## src/rtl/id_control_unit_if.sv

```systemverilog
// IF/ID-to-control-unit bundle: instruction + qualifiers in, registered ID/EX control word out.
// Master is the pipeline front end, slave is id_control_unit.
interface id_control_unit_if;
  logic [31:0] i_instruction;
  logic        i_valid;
  logic        i_stall;
  logic        i_flush;

  logic [3:0]  o_ALUop;
  logic        o_regDst;
  logic        o_ALUsrc;
  logic        o_memRead;
  logic        o_memWrite;
  logic        o_memToReg;
  logic        o_regWrite;
  logic [1:0]  o_mem_width;
  logic        o_mem_unsigned;
  logic [1:0]  o_branch;
  logic [1:0]  o_jump;
  logic        o_link;
  logic        o_valid;
  logic        o_illegal;
  logic        o_halt;
  logic [31:0] o_instr_count;

  modport master (
    output i_instruction, i_valid, i_stall, i_flush,
    input  o_ALUop, o_regDst, o_ALUsrc, o_memRead, o_memWrite, o_memToReg,
           o_regWrite, o_mem_width, o_mem_unsigned, o_branch, o_jump, o_link,
           o_valid, o_illegal, o_halt, o_instr_count
  );

  modport slave (
    input  i_instruction, i_valid, i_stall, i_flush,
    output o_ALUop, o_regDst, o_ALUsrc, o_memRead, o_memWrite, o_memToReg,
           o_regWrite, o_mem_width, o_mem_unsigned, o_branch, o_jump, o_link,
           o_valid, o_illegal, o_halt, o_instr_count
  );
endinterface

```

## src/rtl/id_control_unit.sv

```systemverilog
// MIPS ID-stage decoder registering the control word into ID/EX; 1-cycle latency.
// Stall holds the word and counter, flush loads a bubble (flush wins), HLT parks the unit until reset.
module id_control_unit (
  input  logic               i_clk,
  input  logic               i_reset,
  id_control_unit_if.slave   bus
);

  typedef enum logic {RUN, HALTED} state_t;

  typedef struct packed {
    logic [3:0] alu_op;
    logic       reg_dst;
    logic       alu_src;
    logic       mem_read;
    logic       mem_write;
    logic       mem_to_reg;
    logic       reg_write;
    logic [1:0] mem_width;
    logic       mem_unsigned;
    logic [1:0] branch;
    logic [1:0] jump;
    logic       link;
    logic       valid;
  } ctrl_t;

  localparam logic [5:0] OP_RTYPE = 6'b000000;
  localparam logic [5:0] OP_J     = 6'b000010;
  localparam logic [5:0] OP_JAL   = 6'b000011;
  localparam logic [5:0] OP_BEQ   = 6'b000100;
  localparam logic [5:0] OP_BNE   = 6'b000101;
  localparam logic [5:0] OP_HLT   = 6'b111111;
  localparam logic [5:0] FN_JR    = 6'b001000;
  localparam logic [5:0] FN_JALR  = 6'b001001;

  state_t      state_q, state_d;
  ctrl_t       ctrl_q, ctrl_d;
  logic        illegal_q, illegal_d;
  logic [31:0] instr_count_q, instr_count_d;

  ctrl_t       dec;
  logic        dec_illegal;
  logic        dec_halt;
  logic [5:0]  opcode;
  logic [5:0]  func;

  assign opcode = bus.i_instruction[31:26];
  assign func   = bus.i_instruction[5:0];

  always_comb begin
    dec         = '0;
    dec.valid   = 1'b1;
    dec_illegal = 1'b0;
    dec_halt    = 1'b0;
    case (opcode)
      OP_RTYPE: begin
        dec.reg_dst   = 1'b1;
        dec.reg_write = 1'b1;
        if (func == FN_JR) begin
          dec.jump      = 2'b10;
          dec.reg_write = 1'b0;
        end else if (func == FN_JALR) begin
          dec.jump = 2'b10;
          dec.link = 1'b1;
        end
      end
      // opcode[2] selects zero-extension, opcode[1:0] the access size (00/01/11)
      6'b100000, 6'b100001, 6'b100011, 6'b100100, 6'b100101, 6'b100111: begin
        dec.alu_op       = 4'b0001;
        dec.alu_src      = 1'b1;
        dec.mem_read     = 1'b1;
        dec.mem_to_reg   = 1'b1;
        dec.reg_write    = 1'b1;
        dec.mem_width    = (opcode[1:0] == 2'b11) ? 2'b11 : {1'b0, opcode[0]};
        dec.mem_unsigned = opcode[2];
      end
      6'b101000, 6'b101001, 6'b101011: begin
        dec.alu_op    = 4'b0001;
        dec.alu_src   = 1'b1;
        dec.mem_write = 1'b1;
        dec.mem_width = (opcode[1:0] == 2'b11) ? 2'b11 : {1'b0, opcode[0]};
      end
      6'b001000, 6'b001010, 6'b001100, 6'b001101, 6'b001110, 6'b001111: begin
        dec.alu_op    = opcode[3:0];
        dec.alu_src   = 1'b1;
        dec.reg_write = 1'b1;
      end
      OP_BEQ: begin
        dec.alu_op = 4'b0001;
        dec.branch = 2'b01;
      end
      OP_BNE: begin
        dec.alu_op = 4'b0001;
        dec.branch = 2'b10;
      end
      OP_J: begin
        dec.jump = 2'b01;
      end
      OP_JAL: begin
        dec.jump      = 2'b01;
        dec.link      = 1'b1;
        dec.reg_write = 1'b1;
      end
      OP_HLT: begin
        dec      = '0;
        dec_halt = 1'b1;
      end
      default: begin
        dec         = '0;
        dec_illegal = 1'b1;
      end
    endcase
  end

  always_comb begin
    state_d       = state_q;
    ctrl_d        = ctrl_q;
    illegal_d     = 1'b0;
    instr_count_d = instr_count_q;
    if (state_q == HALTED) begin
      ctrl_d = '0;
    end else if (bus.i_flush) begin
      ctrl_d = '0;
    end else if (bus.i_stall) begin
      ctrl_d = ctrl_q;
    end else if (!bus.i_valid) begin
      ctrl_d = '0;
    end else if (dec_illegal) begin
      ctrl_d    = '0;
      illegal_d = 1'b1;
    end else begin
      ctrl_d        = dec;
      instr_count_d = instr_count_q + 32'd1;
      if (dec_halt) begin
        state_d = HALTED;
      end
    end
  end

  always_ff @(posedge i_clk) begin
    if (!i_reset) begin
      state_q       <= RUN;
      ctrl_q        <= '0;
      illegal_q     <= 1'b0;
      instr_count_q <= '0;
    end else begin
      state_q       <= state_d;
      ctrl_q        <= ctrl_d;
      illegal_q     <= illegal_d;
      instr_count_q <= instr_count_d;
    end
  end

  assign bus.o_ALUop        = ctrl_q.alu_op;
  assign bus.o_regDst       = ctrl_q.reg_dst;
  assign bus.o_ALUsrc       = ctrl_q.alu_src;
  assign bus.o_memRead      = ctrl_q.mem_read;
  assign bus.o_memWrite     = ctrl_q.mem_write;
  assign bus.o_memToReg     = ctrl_q.mem_to_reg;
  assign bus.o_regWrite     = ctrl_q.reg_write;
  assign bus.o_mem_width    = ctrl_q.mem_width;
  assign bus.o_mem_unsigned = ctrl_q.mem_unsigned;
  assign bus.o_branch       = ctrl_q.branch;
  assign bus.o_jump         = ctrl_q.jump;
  assign bus.o_link         = ctrl_q.link;
  assign bus.o_valid        = ctrl_q.valid;
  assign bus.o_illegal      = illegal_q;
  assign bus.o_halt         = (state_q == HALTED);
  assign bus.o_instr_count  = instr_count_q;

endmodule

```

## src/flat_wrapper.sv

```systemverilog
// flat-port wrapper written by rule: the top's interface ports become plain ports
module id_control_unit_flat 
  (i_clk, i_reset, bus_i_instruction, bus_i_valid, bus_i_stall, bus_i_flush, bus_o_ALUop, bus_o_regDst, bus_o_ALUsrc, bus_o_memRead, bus_o_memWrite, bus_o_memToReg, bus_o_regWrite, bus_o_mem_width, bus_o_mem_unsigned, bus_o_branch, bus_o_jump, bus_o_link, bus_o_valid, bus_o_illegal, bus_o_halt, bus_o_instr_count);
  id_control_unit_if bus_i ();
  input  logic i_clk;
  input  logic i_reset;
  input wire logic [$bits(bus_i.i_instruction)-1:0] bus_i_instruction;
  input wire logic [$bits(bus_i.i_valid)-1:0] bus_i_valid;
  input wire logic [$bits(bus_i.i_stall)-1:0] bus_i_stall;
  input wire logic [$bits(bus_i.i_flush)-1:0] bus_i_flush;
  output wire logic [$bits(bus_i.o_ALUop)-1:0] bus_o_ALUop;
  output wire logic [$bits(bus_i.o_regDst)-1:0] bus_o_regDst;
  output wire logic [$bits(bus_i.o_ALUsrc)-1:0] bus_o_ALUsrc;
  output wire logic [$bits(bus_i.o_memRead)-1:0] bus_o_memRead;
  output wire logic [$bits(bus_i.o_memWrite)-1:0] bus_o_memWrite;
  output wire logic [$bits(bus_i.o_memToReg)-1:0] bus_o_memToReg;
  output wire logic [$bits(bus_i.o_regWrite)-1:0] bus_o_regWrite;
  output wire logic [$bits(bus_i.o_mem_width)-1:0] bus_o_mem_width;
  output wire logic [$bits(bus_i.o_mem_unsigned)-1:0] bus_o_mem_unsigned;
  output wire logic [$bits(bus_i.o_branch)-1:0] bus_o_branch;
  output wire logic [$bits(bus_i.o_jump)-1:0] bus_o_jump;
  output wire logic [$bits(bus_i.o_link)-1:0] bus_o_link;
  output wire logic [$bits(bus_i.o_valid)-1:0] bus_o_valid;
  output wire logic [$bits(bus_i.o_illegal)-1:0] bus_o_illegal;
  output wire logic [$bits(bus_i.o_halt)-1:0] bus_o_halt;
  output wire logic [$bits(bus_i.o_instr_count)-1:0] bus_o_instr_count;
  assign bus_i.i_instruction = bus_i_instruction;
  assign bus_i.i_valid = bus_i_valid;
  assign bus_i.i_stall = bus_i_stall;
  assign bus_i.i_flush = bus_i_flush;
  assign bus_o_ALUop = bus_i.o_ALUop;
  assign bus_o_regDst = bus_i.o_regDst;
  assign bus_o_ALUsrc = bus_i.o_ALUsrc;
  assign bus_o_memRead = bus_i.o_memRead;
  assign bus_o_memWrite = bus_i.o_memWrite;
  assign bus_o_memToReg = bus_i.o_memToReg;
  assign bus_o_regWrite = bus_i.o_regWrite;
  assign bus_o_mem_width = bus_i.o_mem_width;
  assign bus_o_mem_unsigned = bus_i.o_mem_unsigned;
  assign bus_o_branch = bus_i.o_branch;
  assign bus_o_jump = bus_i.o_jump;
  assign bus_o_link = bus_i.o_link;
  assign bus_o_valid = bus_i.o_valid;
  assign bus_o_illegal = bus_i.o_illegal;
  assign bus_o_halt = bus_i.o_halt;
  assign bus_o_instr_count = bus_i.o_instr_count;
  id_control_unit u_core (.i_clk(i_clk), .i_reset(i_reset), .bus(bus_i));
endmodule
```

## config.mk

```make
export PLATFORM = sky130hd
export DESIGN_NAME = id_control_unit_flat
export DESIGN_NICKNAME = d
export VERILOG_FILES = /design/src/rtl/id_control_unit_if.sv /design/src/rtl/id_control_unit.sv /design/src/flat_wrapper.sv
export SDC_FILE = /design/constraint.sdc
export NUM_CORES = 1
export LEC_CHECK = 0
export BUFFER_PORTS_ARGS = -buffer_cell sky130_fd_sc_hd__buf_2
export CAP_MARGIN = 0
export CORE_UTILIZATION = 30
export DETAILED_ROUTE_END_ITERATION = 12
export SLEW_MARGIN = 20
export SYNTH_ARGS = -nofsm -noshare
export SYNTH_HDL_FRONTEND = slang
export SYNTH_SLANG_ARGS = --single-unit
```

## constraint.sdc

```tcl
create_clock -name i_clk -period 3.2 [get_ports i_clk]
set_clock_uncertainty 0.1 [all_clocks]
set_input_delay 0.16 -clock i_clk [delete_from_list [all_inputs] [get_ports i_clk]]
set_output_delay 0.16 -clock i_clk [all_outputs]
set_load 0.01 [all_outputs]
```

# Word level (Yosys, flattened, before mapping)
# Cells that the tools add are included.
# Widths: inputs -> output; s select.
[word_totals]
out_inout_bits = 53
regBits = 53
elab_cells = 86
in_bits = 37
[op_classes]
n_eq_ne = 23
n_addsub = 1
bitwise = 5
muxes = 27
reduce_logical = 14
[op_table]
columns = ["cell", "n"]
rows = [
  ["$eq 6x6->1 const B", 10],
  ["$eq 6x4->1 const B", 8],
  ["$mux 19", 2],
  ["$add 32x1->32 const B", 1],
  ["$reduce_or 21->1", 1],
  ["$reduce_or 20->1", 1],
  ["$mux 1", 16],
  ["$reduce_or 15->1", 1],
  ["$reduce_or 13->1", 1],
  ["$eq 6x2->1 const B", 2],
  ["$eq 6x3->1 const B", 2],
  ["$reduce_or 6->1", 2],
  ["$reduce_or 11->1", 1],
  ["$reduce_or 9->1", 1],
  ["$pmux 2 s2", 2],
  ["$pmux 4 s2", 1],
  ["$logic_not 6->1", 1],
  ["$mux 2", 3],
  ["$reduce_or 3->1", 2],
  ["$not 1->1", 5],
  ["$reduce_and 5->1", 1],
  ["$reduce_or 5->1", 1],
  ["$pmux 1 s2", 2],
  ["$mux 3", 1],
  ["2 further kinds", 2],
]

# Logic depth before layout (Yosys ltp)
# Gate-level depths: netlist of run 1.
[logic_depth]
ltp_word = 8
depth_mapped = 8
depth_no_buf = 6

# Least setup slack after synthesis of run 1
# Ideal clock, no wire load.
[synth_timing]
path_kind = "reg2reg"
startpoint = "register u_core.instr_count_q[0] (netlist: u_core.bus.o_instr_count[0])"
endpoint = "register u_core.instr_count_q[22] (netlist: u_core.bus.o_instr_count[22])"
synth_period_minus_slack_ns = 1.990
n_path_buf = 1
required_ns = 3.030
stages_incl_launch_ff = 8
t_arrival_ns = 1.820
setup_time_ns = 0.070
slack_ns = 1.210
cell_sequence = "dfxtp_1 -> ha_1 -> nand3_1 -> nor2_1 -> clkbuf_1 -> nand4_1 -> or4_1 -> a21oi_1"
[synth_between]
elab_chain_cells = 1
[synth_lines]
columns = ["element", "line", "rtl"]
rows = [
  ["start, declared", "id_control_unit.sv:39", "logic [31:0] instr_count_q, instr_count_d;"],
  ["start signal, assigned", "id_control_unit.sv:150", "instr_count_q <= instr_count_d;"],
  ["$add 32x1->32", "id_control_unit.sv:133", "instr_count_d = instr_count_q + 32'd1;"],
]
# Every way passes these cells.
# A chain may end at the register's enable or synchronous reset.

# Worst setup path in the final report of run 1
[layout_timing]
startpoint = "register u_core.instr_count_q[14] (netlist: u_core.bus.o_instr_count[14])"
endpoint = "register u_core.instr_count_q[28] (netlist: u_core.bus.o_instr_count[28])"
# The elaborated chain is that of the path after synthesis.

==> results.tsv, run 1 <==
metric	value	unit
worst path arrival time	2.23	ns
critical path endpoint category	register	
final worst path period need	2.13	ns
total inserted antenna cells	0	
data required time of the worst path	3.31	ns
least setup slack across all paths after layout	1.07	ns
Max Clk Rate	470	MHz
pin count of the biggest net entering global routing	60	
transition time at the pin with the least slew margin	0.588	ns
CTS Hold Bufs	0	
area delta synth->final	16.8	%
cts repair resizes	0	
detailed placement HPWL	4770	um
all-layer global routing usage	14.6	%
deepest level of the CTS H-tree	2	
Internal	0.000908	W
kind of launch point of the worst setup path	register	
wire length per cell after detailed routing	14.5	um
Avg Vias per Cell	5.62	
Static Leakage	1.21	nW
residual DRC count	0	
cell count after placement	478	
Chip Width	97.2	um
count of final max-slew check failures	0	
maximum ir drop on the vdd rail	0.000209	V
final count of hold timing violations	0	
flip-flop cell with the highest count after synthesis	dfxtp_1	
post-synthesis cell count	326	
vias in the first global route	2414	
count of routing violations after the opening detailed-route iteration	113	
number of enable flip-flop cells after synthesis	0	
number of buffers on the longest clock path	2	
DIE HEIGHT	97.2	um
fraction of final layout cells sized beyond drive strength 1	23.0	%
flop and latch count out of synthesis	52	
antenna-violating nets left	0	
portion of total power attributed to the clock network	37.8	%
number of clock buffers inserted by TritonCTS	5	
detailed-routing iteration count for the pre-antenna-repair pass	5	
clock transition at the registers of the reported paths	0.10	ns
combinational group share of total power	8.5	%
most crowded layer after global routing	met2	
total via count in the routed design	2731	
synthesis warning total	0	
Max-Cap Viols	0	
standard-cell rows	34	
port buffer count	69	
final number of setup-violating endpoints	0	
sum of negative setup slack	0	ns
average size of a mapped cell	8.34	um^2
post-synthesis instance area	2720	um^2
first-pass GRT wire length	11600	um
proportion of netlist area held by the largest area contributor	38.3	%
TritonCTS clock tree	done	
largest cells by area after synthesis	dfxtp_1 38%, o31ai_1 6.9%, or4_1 6.6%	
buffers inserted by post-CTS timing repair	0	
GP Congestion	0.802	
global-route track usage on met2	24.4	%
number of standard cells in the final layout excluding fillers	486	
PwrDens	381	nW/um^2
sum of routed wire length over all layers	7050	um
worst-case headroom to the max-slew limit	60.5	%
setup repair after global routing missed its margin	false	
count of distinct cell types in the synthesized netlist	48	
met1 usage	19.5	%
initial core utilization	31.0	%
critical path class	register to register	
class of the worst hold path	input pin to register	
CTS root buffer	clkbuf_8	
syn_nets	364	
Global Route met3 Usage	2.66	%
switching part of the total	25.0	%
number of fillers in the final layout	948	
grt ovf	0	
share of async-settable or async-resettable flops after synthesis	0	%
antenna violations before repair	0	
area enclosed by the die boundary	9450	um^2
final worst-path cycle share	66.5	%
status	finished clean	
core region area	8760	um^2
insertion delay of the later-clocked pin in the worst-skew pair	0.31	ns
P_sw	0.000302	W
leading post-synthesis cells by instance count	52 x dfxtp_1, 30 x a21oi_1, 25 x o31ai_1	
area leader, netlist	dfxtp_1	
I/O Pins	90	
worst setup slack after placement	1.03	ns
most frequent cell after synthesis	dfxtp_1	
number of sinks on the clock net	52	
fin nets	415	
critical-path maximum fanout	10	
sequential share of power	53.7	%
fraction of the yosys area taken by sequential cells	38.3	%
## kinds of logic (layout without fill, tap and decap cells)
| family | after synthesis | in the layout | synth area share (%) |
|---|---|---|---|
| simple gates | 146 | 146 | 31.0 |
| mux | 5 | 5 | 1.84 |
| fa+ha+maj | 1 | 1 | 0.460 |
| compound gates | 87 | 87 | 21.6 |
| buf+inv | 35 | 87 | 6.90 |
| flops | 52 | 52 | 38.3 |
## critical path: stages (launching register included)
cell and delay (ns):
dfxtp_1 0.45, and4_1 0.27, and4_1 0.44, nand2_1 0.12, or4_1 0.51, mux2i_1 0.14
## stage by stage
| step | hold WS (ns) | utilization, % | total power (W) | area (um^2) |
|---|---|---|---|---|
| floorplan | 0.250 | - | 0.000747 | 2720 |
| global placement | 0.351 | 35.0 | 0.000766 | 3070 |
| detailed placement | 0.358 | 35.0 | 0.000767 | 3070 |
| CTS | 0.0645 | 36.3 | 0.00123 | 3180 |
| global route | 0.0948 | 36.3 | 0.00126 | 3180 |
| finish | 0.0736 | 36.3 | 0.00121 | 3180 |
## final cells by class
cell class,count,area (um^2),share of cell area [%]
Multi-Input combinational cell,239,1490,46.9
Sequential cell,52,1040,32.8
Clock buffer,5,68.8,2.17
Inverter,6,22.5,0.709
Timing Repair Buffer,73,375,11.8
Tap cell,108,135,4.25
Clock inverter,3,42.5,1.34
## path summary, 6_finish.rpt
path,start,end,slack (ns),cells past startpoint
min,bus_i_flush,u_core.bus.o_halt,0.07,4
min reg2reg,u_core.bus.o_instr_count[31],u_core.bus.o_instr_count[31],0.37,2
max,u_core.bus.o_instr_count[14],u_core.bus.o_instr_count[28],1.07,5
max reg2reg,u_core.bus.o_instr_count[14],u_core.bus.o_instr_count[28],1.07,5
## routing by layer
metal,vias to the layer above,routed length [um]
met3,6,454
met5,-,0
li1,1338,-
met1,1285,3310
met4,0,47
met2,102,3230
## state kept, by name (all words and copies together) (netlist names)
name and cells:
u_core.bus.o_illegal 1, u_core.bus.o_jump 2, u_core.bus.o_regWrite 1, u_core.bus.o_mem_unsigned 1
u_core.bus.o_instr_count 32, u_core.bus.o_valid 1, u_core.bus.o_link 1, u_core.bus.o_memToReg 1
u_core.bus.o_branch 2, u_core.bus.o_regDst 1, u_core.bus.o_memWrite 1, u_core.bus.o_ALUsrc 1
u_core.bus.o_halt 1, u_core.bus.o_ALUop 4, u_core.bus.o_mem_width 2
## power groups by stage
stage | sequential [W] | clock [W] | combinational (W)
floorplan | 0.000665 | 0 | 0.0000814
global placement | 0.000665 | 0 | 0.000101
detailed placement | 0.000665 | 0 | 0.000103
CTS | 0.000650 | 0.000474 | 0.000103
global route | 0.000650 | 0.000497 | 0.000113
finish | 0.000650 | 0.000458 | 0.000103
## cells in the final DEF, fill, tap and decap left out, types with 2 or more instances in the layout
cell       n
inv_1      5
a31oi_1    2
o211ai_1   2
o31ai_1   25
nand4_1   10
a22oi_1    7
o21ai_1    2
and2_1     6
or4_1     24
and4_1     7
buf_2     69
o311ai_1   2
mux2i_1    5
o21ai_0    4
nor3_1     5
a32oi_1    2
o41ai_1    2
nor2_1    20
dfxtp_1   52
nand2b_1  12
nor2b_1    2
buf_4      4
and3_1     6
nand3_1   19
nor4_1     5
a21oi_1   30
clkbuf_8   5
nand2_1   23
No activity file was read; power rests on OpenSTA's default activity.
==> run 2: changes to the inputs <==
==> constraint.sdc (replaced) <==
create_clock -name i_clk -period 2.04 [get_ports i_clk]
set_clock_uncertainty 0.1 [all_clocks]
set_input_delay 0.102 -clock i_clk [delete_from_list [all_inputs] [get_ports i_clk]]
set_output_delay 0.102 -clock i_clk [all_outputs]
set_load 0.01 [all_outputs]
==> results.tsv, run 2 (synthesis results as in run 1) <==
metric	value	unit	change
Chip Width	97.2	um	unchanged
PwrDens	542	nW/um^2	+42%
kind of launch point of the worst setup path	register		
count of final max-slew check failures	0		unchanged
maximum ir drop on the vdd rail	0.000221	V	+5.5%
setup repair after global routing missed its margin	false		
multi-input gate area in the final layout	1500	um^2	+0.59%
transition time at the pin with the least slew margin	0.589	ns	+0.000917 ns
buffers inserted by post-CTS timing repair	0		unchanged
Critical R2R Launch	u_core.bus.o_instr_count[11]		
final count of hold timing violations	0		unchanged
initial core utilization	31.0	%	unchanged
final worst path period need	1.94	ns	-0.184 ns
data required time of the worst path	2.14	ns	-1.17 ns
most common library cell in the layout ignoring fill and taps	buf_2		
total via count in the routed design	2832		+3.7%
number of clock buffers inserted by TritonCTS	5		unchanged
grt ovf	0		unchanged
standard-cell rows	34		unchanged
area enclosed by the die boundary	9450	um^2	unchanged
all-layer global routing usage	15.6	%	+1.0 points
detailed placement HPWL	5170	um	+8.3%
CTS root buffer	clkbuf_8		
critical-path maximum fanout	10		unchanged
class of the worst hold path	input pin to register		
first-pass GRT wire length	12400	um	+7.3%
antenna-violating nets left	0		unchanged
number of buffers on the longest clock path	2		unchanged
deepest level of the CTS H-tree	2		unchanged
sum of negative setup slack	0	ns	unchanged
worst path arrival time	2.04	ns	-0.19 ns
met1 layer wirelength in the final routing	3520	um	+6.3%
count of routing violations after the opening detailed-route iteration	106		-6.2%
wire length per cell after detailed routing	14.5	um	about the same
fraction of final layout cells sized beyond drive strength 1	27.6	%	+4.6 points
antenna violations before repair	0		unchanged
Top Layer Used	met4		
wire length on met2	3490	um	+8.0%
area delta synth->final	23.7	%	
GP Congestion	0.854		+6.4%
cell depth of the worst min-delay path	3		-1
CP Launch Point	u_core.bus.o_instr_count[11]		
residual DRC count	0		unchanged
hold path startpoint	bus_i_stall		
total inserted antenna cells	0		unchanged
number of sinks on the clock net	52		unchanged
critical path endpoint category	register		
clock transition at the registers of the reported paths	0.09	ns	about the same
final number of setup-violating endpoints	0		unchanged
count of cells along the worst register-to-register path	6		+1
sum of routed wire length over all layers	7400	um	+5.0%
critical path class	register to register		
TritonCTS clock tree	done		
sequential cell area	1040	um^2	+0.24%
top library cells by usage in the layout, fill and taps aside	69 x buf_2, 50 x dfxtp_1, 30 x a21oi_1, 25 x o31ai_1, 25 x buf_4		
pin count of the biggest net entering global routing	57		-5.0%
fin nets	439		+5.8%
detailed-routing iteration count for the pre-antenna-repair pass	6		+1
core region area	8760	um^2	unchanged
I/O Pins	90		unchanged
vias in the first global route	2563		+6.2%
final worst-path cycle share	95.3	%	+29 points
DIE HEIGHT	97.2	um	unchanged
Avg Vias per Cell	5.55		-1.2%
max FFs per register	32		unchanged
Max-Cap Viols	0		unchanged
worst-case headroom to the max-slew limit	60.4	%	-0.062 points
status	finished clean		
port buffer count	69		unchanged
Static Leakage	1.33	nW	+9.4%
insertion delay of the later-clocked pin in the worst-skew pair	0.30	ns	about the same
Max Clk Rate	514	MHz	+9.4%
number of fillers in the final layout	928		-2.1%
post-layout power	0.00182	W	+51%
total length of routed met3 wires	343	um	-24%
-- run 2: cell types whose count changed in the layout (fill, tap and decap cells not counted), sizes merged --
cell         before  now
buf              73   95
bufinv            1    0
clkbuf            5    8
clkinv            2    1
clkinvlp          1    0
dlygate4sd3       0    2
-- run 2: critical path, cell delays in order (launching register included) --
cell	delay [ns]
dfxtp_1	0.40
and4_4	0.25
and4_1	0.21
buf_4	0.17
nand2_1	0.08
or4_1	0.49
mux2i_1	0.14
-- run 2: report_power, final --
group	switching, W	leakage [nW]	internal (W)
registers	0.00000189	0.420	0.00102
logic	0.000124	0.863	0.0000619
clock network	0.000339	0.0455	0.000278
-- run 2: area by class of cell --
cell class | instances | share of cell area (%)
Multi-Input combinational cell | 239 | 44.6
Sequential cell | 52 | 31.0
Timing Repair Buffer | 97 | 17.0
Inverter | 6 | 0.669
Clock buffer | 8 | 2.68
Tap cell | 108 | 4.02
-- run 2: stage by stage --
step           instance area, um^2  setup slack (ns)  hold WS, ns  std cells  util, %
3_3_place_gp                  3240             0.112        0.318        500     37.0
6_report                      3360            0.0952       0.0102        510     38.4
4_1_cts                       3350            0.0757      0.00325        510     38.3
3_5_place_dp                  3240            0.0455        0.313        500     37.0
5_1_grt                       3360           0.00483      0.00204        510     38.4
2_1_floorplan                 2720            0.0495        0.192        326        -
-- run 2: metal layers --
metal	track usage (%)	vias up
met3	3.09	4
met2	25.9	80
li1	-	1401
met5	0	-
met4	3.73	0
met1	20.9	1347
-- run 2: path summary, 6_finish.rpt --
check,to,slack (ns)
worst max-delay path,u_core.bus.o_instr_count[28],0.1
worst min-delay path,u_core.bus.o_branch[1],0.01
worst max register to register,u_core.bus.o_instr_count[28],0.1
worst min register to register,u_core.bus.o_instr_count[31],0.37
-- run 2: timing repair --
| action | in CTS | in global routing |
|---|---|---|
| hold buffers | 2 | 0 |
| endpoints found under the setup margin | 0 | 4 |
| gates resized for setup | 0 | 4 |
| hold endpoints to repair | 1 | 0 |
==> run 3: changes to the inputs <==
--- a/config.mk
+++ b/config.mk
@@ -5,8 +5,10 @@
 export SDC_FILE = /design/constraint.sdc
 export NUM_CORES = 1
 export LEC_CHECK = 0
+export ABC_AREA = 1
 export BUFFER_PORTS_ARGS = -buffer_cell sky130_fd_sc_hd__buf_2
 export CAP_MARGIN = 0
+export CORE_MARGIN = 5
 export CORE_UTILIZATION = 30
 export DETAILED_ROUTE_END_ITERATION = 12
 export SLEW_MARGIN = 20
==> constraint.sdc (replaced) <==
create_clock -name i_clk -period 2.4 [get_ports i_clk]
set_clock_uncertainty 0.1 [all_clocks]
set_input_delay 0.12 -clock i_clk [delete_from_list [all_inputs] [get_ports i_clk]]
set_output_delay 0.12 -clock i_clk [all_outputs]
set_load 0.01 [all_outputs]
==> results.tsv, run 3 <==
metric	value	unit	change
vias in the first global route	3221		+26%
worst path arrival time	2.13	ns	+0.09 ns
Max Clk Rate	500	MHz	-2.8%
grt ovf	0		unchanged
GP Congestion	0.863		+1.1%
clock transition at the registers of the reported paths	0.07	ns	-0.02 ns
deepest level of the CTS H-tree	2		unchanged
worst setup slack after placement	0.432	ns	+0.387 ns
standard-cell rows	39		+15%
post-synthesis instance area	3410	um^2	+25%
residual DRC count	0		unchanged
CP peak stage delay	0.40	ns	-0.09 ns
number of enable flip-flop cells after synthesis	0		unchanged
most frequent cell after synthesis	nand2_1		
final number of setup-violating endpoints	0		unchanged
count of routing violations after the opening detailed-route iteration	270		+150%
final worst path period need	2.00	ns	+0.0556 ns
R2R setup slack	0.40	ns	+0.30 ns
cell depth of the worst min-delay path	4		+1
Avg Vias per Cell	4.77		-14%
insertion delay of the later-clocked pin in the worst-skew pair	0.29	ns	about the same
syn_nets	541		+49%
detailed placement HPWL	7280	um	+41%
I/O Pins	90		unchanged
port buffer count	69		unchanged
Critical R2R Launch	u_core.bus.o_instr_count[1]		
final cell utilization of the core	35.5	%	-2.9 points
area delta synth->final	17.4	%	
core region area	11300	um^2	+29%
class of the worst hold path	input pin to register		
hold path startpoint	bus_i_flush		
worst-case headroom to the max-slew limit	60.0	%	-0.46 points
flip-flop cell with the highest count after synthesis	dfxtp_1		
Worst Hold Path EP	u_core.bus.o_illegal		
average size of a mapped cell	6.78	um^2	-19%
count of cells along the worst register-to-register path	7		+1
setup repair after global routing missed its margin	false		
Reg-to-Reg End	u_core.bus.o_instr_count[14]		
least setup slack across all paths after layout	0.400	ns	+0.304 ns
total via count in the routed design	3385		+20%
detailed-routing iteration count for the pre-antenna-repair pass	4		-2
max FFs per register	32		unchanged
count of final max-slew check failures	0		unchanged
TritonCTS clock tree	done		
final worst-path cycle share	83.3	%	-12 points
fin nets	603		+37%
pin count of the biggest net entering global routing	33		-42%
post-synthesis cell count	503		+54%
data required time of the worst path	2.53	ns	+0.39 ns
kind of launch point of the worst setup path	register		
most common library cell in the layout ignoring fill and taps	nand2_1		
synthesis warning total	0		unchanged
buffers inserted by post-CTS timing repair	0		unchanged
number of buffers on the longest clock path	2		unchanged
sum of negative setup slack	0	ns	unchanged
area enclosed by the die boundary	13600	um^2	+44%
initial core utilization	30.2	%	-0.80 points
CP max stage cell	dfxtp_1		
number of clock buffers inserted by TritonCTS	5		unchanged
number of fillers in the final layout	1237		+33%
antenna-violating nets left	0		unchanged
CP Launch Point	u_core.bus.o_instr_count[1]		
final count of hold timing violations	0		unchanged
wire length per cell after detailed routing	13.4	um	-7.7%
Static Leakage	1.53	nW	+15%
transition time at the pin with the least slew margin	0.600	ns	+0.0115 ns
CTS root buffer	clkbuf_16		
share of async-settable or async-resettable flops after synthesis	0	%	unchanged
proportion of netlist area held by the largest area contributor	30.5	%	-7.7 points
leading post-synthesis cells by instance count	139 x nand2_1, 66 x nor2_1, 55 x nand3_1		
count of distinct cell types in the synthesized netlist	32		-33%
number of sinks on the clock net	52		unchanged
critical path class	register to register		
status	finished clean		
all-layer global routing usage	14.3	%	-1.3 points
Max-Cap Viols	0		unchanged
Chip Width	117	um	+20%
critical-path maximum fanout	7		-3
PwrDens	472	nW/um^2	-13%
sum of routed wire length over all layers	9500	um	+28%
fraction of the yosys area taken by sequential cells	30.5	%	-7.7 points
flop and latch count out of synthesis	52		unchanged
first-pass GRT wire length	15800	um	+27%
top library cells by usage in the layout, fill and taps aside	139 x nand2_1, 69 x buf_2, 66 x nor2_1, 55 x nand3_1, 52 x dfxtp_1		
Most common cell on crit path	nand3_1		
antenna violations before repair	0		unchanged
DIE HEIGHT	117	um	+20%
total inserted antenna cells	0		unchanged
fraction of final layout cells sized beyond drive strength 1	28.8	%	+1.2 points
critical path endpoint category	register		
area leader, netlist	dfxtp_1		
worst-path cell chain	ha_1 -> nand3_1 -> nor2_2 -> nand3_1 -> xnor2_1 -> nand3_1 -> a21oi_2		
maximum ir drop on the vdd rail	0.000285	V	+29%
largest cells by area after synthesis	dfxtp_1 31%, nand2_1 15%, nand3_1 8.1%		
run 3: through the flow:
stage                     total power, W  instance area [um^2]  hold WS (ns)  cells
final                            0.00189                  4000        0.0367    709
after floorplan                  0.00101                  3410         0.141    503
after CTS                        0.00192                  4000        0.0289    709
after detailed placement         0.00104                  3810         0.273    700
after global routing             0.00196                  4000        0.0489    709
after global placement           0.00104                  3810         0.275    700
run 3: critical path: cells and delay by family, from the launching register on:
kind / cells / cell delay, ns
and+or+nand+nor: 4 / 0.78
adders and majority gates: 1 / 0.35
xor gates and xnor gates: 1 / 0.17
AOI/OAI and AO/OA: 1 / 0.14
DFF: 1 / 0.40
run 3: layout make-up:
cell class | count | area [um^2] | share of cell area [%]
Inverter | 27 | 103 | 2.56
Clock inverter | 1 | 30.0 | 0.750
Sequential cell | 52 | 1040 | 26.0
Tap cell | 143 | 179 | 4.47
Timing Repair Buffer | 77 | 408 | 10.2
Multi-Input combinational cell | 402 | 2090 | 52.2
Clock buffer | 7 | 153 | 3.81
run 3: where the power goes:
part / total (W) / internal, W / switching [W]
clock: 0.000864 / 0.000549 / 0.000314
combinational: 0.000156 / 0.0000406 / 0.000116
sequential: 0.000867 / 0.000865 / 0.00000202
total: 0.00189 / 0.00146 / 0.000432
run 3: what timing repair did:
| action | 4_1_cts | 5_1_grt |
|---|---|---|
| resized for setup | 0 | 0 |
| hold endpoints to repair | 2 | 0 |
| hold buffers | 1 | 0 |
run 3: cell families after synthesis:
kind of cell	Yosys count	share of synthesized area, %
AOI/OAI and AO/OA	53	11.2
buffers and inverters	49	8.15
xor gates and xnor gates	12	3.08
adders and majority gates	1	0.367
and+or+nand+nor	336	46.7
DFF	52	30.5
run 3: layer usage:
metal	up-vias	global-route usage (%)	wire length, um
met3	8	2.23	347
li1	1759	-	-
met1	1556	19.7	4720
met5	-	0	0
met4	0	3.67	121
met2	62	23.5	4310
run 3: worst max path at each step:
stage,end,cells past startpoint,slack [ns]
finish,u_core.bus.o_instr_count[14],7,0.40
global route,u_core.bus.o_instr_count[14],7,0.22
CTS,u_core.bus.o_instr_count[14],7,0.40
detailed placement,u_core.bus.o_instr_count[14],7,0.43
global placement,u_core.bus.o_instr_count[14],7,0.48
floorplan,u_core.bus.o_instr_count[14],8,0.61
